===== config.mk =====
export PLATFORM = sky130hd
export DESIGN_NAME = mul4_tournament_sched
export DESIGN_NICKNAME = d
export VERILOG_FILES = /design/src/rtl/mul4_tourn_pkg.sv /design/src/rtl/mul4_tournament_sched_popcount16.sv /design/src/rtl/mul4_tournament_sched.sv
export SDC_FILE = /design/constraint.sdc
export NUM_CORES = 1
export LEC_CHECK = 0
export CORE_ASPECT_RATIO = 1.75
export CORE_MARGIN = 5
export CORE_UTILIZATION = 49
export CTS_CLUSTER_DIAMETER = 200
export DETAILED_ROUTE_END_ITERATION = 7
export PLACE_DENSITY = 0.88
export SETUP_SLACK_MARGIN = 0.3
export SLEW_MARGIN = 20
export SYNTH_ARGS = -nofsm -noshare
export SYNTH_HDL_FRONTEND = slang
export SYNTH_SLANG_ARGS = --single-unit

===== constraint.sdc =====
create_clock -name clk -period 7.7 [get_ports clk]
set_input_delay 1.155 -clock clk [delete_from_list [all_inputs] [get_ports clk]]
set_output_delay 1.155 -clock clk [all_outputs]
set_load 0.005 [all_outputs]

===== src/rtl/mul4_tourn_pkg.sv =====
// Shared constants for the 2x2-bit multiplier tournament sequencer:
// FSM encodings, lane/fitness widths, exhaustive operand vectors and golden product.
package mul4_tourn_pkg;

    localparam int LANES = 16;
    localparam int FIT_W = 7;

    typedef logic [2:0] state_t;

    localparam state_t S_IDLE   = 3'd0;
    localparam state_t S_DRIVE  = 3'd1;
    localparam state_t S_SAMPLE = 3'd2;
    localparam state_t S_COUNT  = 3'd3;
    localparam state_t S_UPDATE = 3'd4;
    localparam state_t S_DONE   = 3'd5;

    // Lane i carries a = {i[3], i[2]}, b = {i[1], i[0]}.
    localparam logic [LANES-1:0] A1_V = 16'hFF00;
    localparam logic [LANES-1:0] A0_V = 16'hF0F0;
    localparam logic [LANES-1:0] B1_V = 16'hCCCC;
    localparam logic [LANES-1:0] B0_V = 16'hAAAA;

    localparam logic [LANES-1:0] G3 = 16'h8000;
    localparam logic [LANES-1:0] G2 = 16'h4C00;
    localparam logic [LANES-1:0] G1 = 16'h6AC0;
    localparam logic [LANES-1:0] G0 = 16'hA0A0;

endpackage


===== src/rtl/mul4_tournament_sched_popcount16.sv =====
// Combinational population count of one 16-lane match word.
module popcount16 (
    input  logic [15:0] data,
    output logic [4:0]  count
);

    always_comb begin
        count = '0;
        for (int i = 0; i < 16; i++) begin
            count = count + {4'd0, data[i]};
        end
    end

endmodule


===== src/rtl/mul4_tournament_sched.sv =====
// Tournament sequencer: drives exhaustive operands, scores each candidate by
// bit-matches against the golden product and reports the best one.
module mul4_tournament_sched
    import mul4_tourn_pkg::*;
#(
    parameter int NUM_CAND     = 4,
    parameter int SETTLE       = 1,
    parameter int PERFECT_STOP = 1,
    localparam int SEL_W       = $clog2(NUM_CAND)
) (
    input  logic             clk,
    input  logic             rst,
    input  logic             start,
    output logic             busy,
    output logic             done,
    output logic [LANES-1:0] a1,
    output logic [LANES-1:0] a0,
    output logic [LANES-1:0] b1,
    output logic [LANES-1:0] b0,
    output logic [SEL_W-1:0] cand_sel,
    input  logic [LANES-1:0] y3,
    input  logic [LANES-1:0] y2,
    input  logic [LANES-1:0] y1,
    input  logic [LANES-1:0] y0,
    output logic [SEL_W-1:0] winner_idx,
    output logic [FIT_W-1:0] winner_fit
);

    state_t                      state;
    logic [SEL_W-1:0]            k;
    logic [2:0]                  settle_cnt;
    logic [3:0][LANES-1:0]       m;
    logic [1:0]                  word_idx;
    logic [FIT_W-1:0]            acc;
    logic [FIT_W-1:0]            best_fit;
    logic [SEL_W-1:0]            best_idx;

    logic [4:0]                  pc;
    logic                        better;
    logic                        finish;
    logic [FIT_W-1:0]            new_fit;
    logic [SEL_W-1:0]            new_idx;

    assign a1 = A1_V;
    assign a0 = A0_V;
    assign b1 = B1_V;
    assign b0 = B0_V;

    assign busy = (state != S_IDLE);
    assign done = (state == S_DONE);

    popcount16 u_popcount (
        .data  (m[word_idx]),
        .count (pc)
    );

    // Strict comparison so that ties keep the earlier (lower) index.
    assign better  = (acc > best_fit);
    assign new_fit = better ? acc : best_fit;
    assign new_idx = better ? k : best_idx;
    assign finish  = ((PERFECT_STOP != 0) && (acc == FIT_W'(64)))
                   || (k == SEL_W'(NUM_CAND - 1));

    always_ff @(posedge clk) begin
        if (rst) begin
            state      <= S_IDLE;
            k          <= '0;
            cand_sel   <= '0;
            settle_cnt <= '0;
            m          <= '0;
            word_idx   <= '0;
            acc        <= '0;
            best_fit   <= '0;
            best_idx   <= '0;
            winner_idx <= '0;
            winner_fit <= '0;
        end else begin
            case (state)
                S_IDLE: begin
                    if (start) begin
                        k          <= '0;
                        cand_sel   <= '0;
                        settle_cnt <= '0;
                        acc        <= '0;
                        best_fit   <= '0;
                        best_idx   <= '0;
                        state      <= S_DRIVE;
                    end
                end
                S_DRIVE: begin
                    if (settle_cnt == 3'(SETTLE - 1)) begin
                        state <= S_SAMPLE;
                    end else begin
                        settle_cnt <= settle_cnt + 3'd1;
                    end
                end
                S_SAMPLE: begin
                    m[3]     <= ~(y3 ^ G3);
                    m[2]     <= ~(y2 ^ G2);
                    m[1]     <= ~(y1 ^ G1);
                    m[0]     <= ~(y0 ^ G0);
                    word_idx <= '0;
                    state    <= S_COUNT;
                end
                S_COUNT: begin
                    acc      <= acc + FIT_W'(pc);
                    word_idx <= word_idx + 2'd1;
                    if (word_idx == 2'd3) begin
                        state <= S_UPDATE;
                    end
                end
                S_UPDATE: begin
                    best_fit <= new_fit;
                    best_idx <= new_idx;
                    if (finish) begin
                        // Publish here so the winner is valid during the done pulse.
                        winner_fit <= new_fit;
                        winner_idx <= new_idx;
                        state      <= S_DONE;
                    end else begin
                        k          <= k + 1'b1;
                        cand_sel   <= k + 1'b1;
                        acc        <= '0;
                        settle_cnt <= '0;
                        state      <= S_DRIVE;
                    end
                end
                S_DONE: begin
                    state <= S_IDLE;
                end
                default: begin
                    state <= S_IDLE;
                end
            endcase
        end
    end

endmodule


==> flow_summary.json <==
{
  "cp.depth": 16,
  "io_pins": 144,
  "tns_ps": 0,
  "ant_nets": 0,
  "synth_ff_type": "dfxtp_1",
  "ctsLongestPathBuffers": 2,
  "cts_setup_buffers": 0,
  "synthArstFlopShare": 0,
  "nNetsFinal": 742,
  "drtIter0Drc": 175,
  "clkSlewWorstSetupHoldPaths_ps": 60,
  "setup_viol": 0,
  "post_dp_cell_area_um2": 6000,
  "slowest_stage": "mux4_2",
  "crit_required_ps": 7980,
  "r2r-end": "acc[6]",
  "portBuffers": 79,
  "wirelength_um": 11600,
  "cts_buffers": 9,
  "ys_types": 51,
  "cp-start-kind": "flip-flop",
  "crit_chain": "mux4_2 -> ha_1 -> fa_1 -> fa_1 -> fa_1 -> inv_1 -> fa_1 -> fa_1 -> fa_1 -> xnor2_1 -> ha_1 -> nor2b_1 -> o31a_1 -> o21ai_0 -> or3_1 -> a21oi_1",
  "antenna_found_initial": 0,
  "post-synth-top-count-cell": "dfxtp_1",
  "synth_top_area_frac": 0.365,
  "ys_seq_elements": 99,
  "power_uw": 1280,
  "worstHoldPathType": "reg2reg",
  "gp_congestion": 0.871,
  "clk_latency_ps": 340,
  "path_class": "reg2reg",
  "grt_pass1_vias": 4187,
  "reg2reg_depth": 16,
  "hold_slack_ps": 458,
  "end_kind": "flip-flop",
  "reg2reg_from": "word_idx[0]",
  "skew_ps": 5.86,
  "syn_inst": 586,
  "row_count": 51,
  "h-tree-depth": 3,
  "design_area_um2": 6290,
  "ctsResizeCount": 0,
  "grt_overflow_total": 0,
  "min_period_ps": 5890,
  "synth_area_leader_cell": "dfxtp_1",
  "report.final.slew_viol_count": 0,
  "yosysSeqAreaShare": 0.365,
  "worstMarginPinSlew_ps": 1020,
  "hold_buffers": 0,
  "dieWidth_um": 89.6,
  "start_util": 0.495,
  "cp-startpoint": "word_idx[0]",
  "via_count": 4118,
  "path_max_fanout": 5,
  "areaGrowthSynthToFinish_pct": 15.8,
  "critPathBufInv": 1,
  "die_area_um2": 13400,
  "power.leakage_uw": 0.00241,
  "hold_violations": 0,
  "fillers": 924,
  "worst-endpoint-arrival_ps": 6170,
  "wl_met2_um": 6480,
  "p_per_area_nw_per_um2": 203,
  "viasPerCell": 5.28,
  "synth_area_leaders": "dfxtp_1 36%, buf_4 9.1%, a211oi_1 8.3%, mux4_2 6.6%, nor2_1 5.3%",
  "crit_end": "acc[6]",
  "cp_top_family": "adder cells",
  "route.top_layer_used": "met4",
  "wl_per_cell_um": 14.9,
  "syn_area_per_cell_um2": 9.27,
  "synth_common_cells": "99 x dfxtp_1, 77 x nor2_1, 66 x buf_4",
  "ir_drop_mv": 0.140,
  "maxCapViolCount": 0,
  "cts_tree": "built",
  "final.period_utilization": 0.765,
  "max_stage_delay_ps": 540,
  "m1WireLength_um": 4150,
  "grt_max_degree": 115,
  "status": "completed",
  "cts-root-buf": "clkbuf_16",
  "grt_first_pass_wirelength_um": 18900,
  "routed-wl-met3_um": 608,
  "clkSinkCount": 99,
  "die_h_um": 149,
  "fin_util": 0.573,
  "relSlewSlack": 0.320,
  "rsz0062_at_grt": "no",
  "antenna_cells": 0,
  "yosys_warnings": 0,
  "synth_area_um2": 5430,
  "dp_hpwl_um": 8850,
  "core_area_um2": 11000,
  "critPathMostFrequentCell": "fa_1",
  "synth-edff-count": 0,
  "drive_above_1_share": 0.0787,
  "drtPass1Iterations": 4,
  "grt_usage": 0.180,
  "drc": 0,
  "clock.fmax_ghz": 0.170,
  "r2r_setup_slack_ps": 1810
}
worst register-to-register path, delay by kind of cell, from the launching register on:
family	cells	cell delay (ps)
AND/OR/NAND/NOR	2	520
multiplexers	1	540
adder cells (fa/ha/maj)	8	3660
XOR/XNOR	1	150
buffers and inverters	1	60
AO/OA/AOI/OAI	3	410
flip-flops	1	480
worst min-delay path by stage:
stage,cells after the start,slack [ps],endpoint,start
CTS,2,460,m[27],m[27]
global placement,2,440,m[23],m[23]
floorplan,2,430,m[25],m[25]
finish,2,460,m[27],m[27]
detailed placement,2,450,m[27],m[27]
global route,2,480,m[15],m[15]
cells in the final DEF, fill, tap and decap left out, drive strengths merged, types with 5 or more instances in the layout:
master / instances
nor2: 82
clkdlybuf4s50: 78
buf: 5
a211oi: 60
mux4: 16
dfxtp: 99
mux2i: 10
nand3b: 11
o21ai: 16
a21oi: 33
or4b: 5
fa: 11
xnor2: 5
nand2: 34
clkbuf: 11
nor3: 5
inv: 35
ha: 21
conb: 64
metrics by stage:
step                setup WS [ps]  std cells
finish                       1810        780
global route                 1610        780
CTS                          1810        780
detailed placement           1840        764
global placement             1970        764
floorplan                    1730        648
cell type report:
type	instances	area [µm²]	share of cell area
Clock buffer	11	243	0.0386
Clock inverter	5	52.6	0.00835
Inverter	35	131	0.0209
Multi-Input combinational cell	415	2900	0.461
Sequential cell	99	1980	0.315
Tap cell	132	165	0.0262
Timing Repair Buffer	83	816	0.130
routing by layer:
layer,vias up,global-route usage
met1,1925,0.187
met2,138,0.330
li1,2025,-
met3,30,0.0282
met5,-,0
met4,0,0.0984
power breakdown:
part / internal [µW] / switching (µW) / total [µW] / leakage, µW
combinational: 121 / 144 / 265 / 0.00146
clock: 259 / 185 / 444 / 0.000145
sequential: 545 / 22.7 / 568 / 0.000804
sequential cells by signal, summed over array words and instances (netlist names):
| name | cells |
|---|---|
| m | 64 |
| acc | 7 |
| best_fit | 7 |
| winner_fit | 7 |
| settle_cnt | 3 |
| state | 3 |
| best_idx | 2 |
| k | 2 |
| winner_idx | 2 |
| word_idx | 2 |
kinds of logic after synthesis:
group,share of synthesized area
DFF,0.365
adders and majority gates,0.0889
xor gates and xnor gates,0.00967
buffers and inverters,0.145
muxes,0.0868
other,0.00138
AOI/OAI and AO/OA,0.156
and+or+nand+nor,0.147
Power figures use the tool's default switching activity.
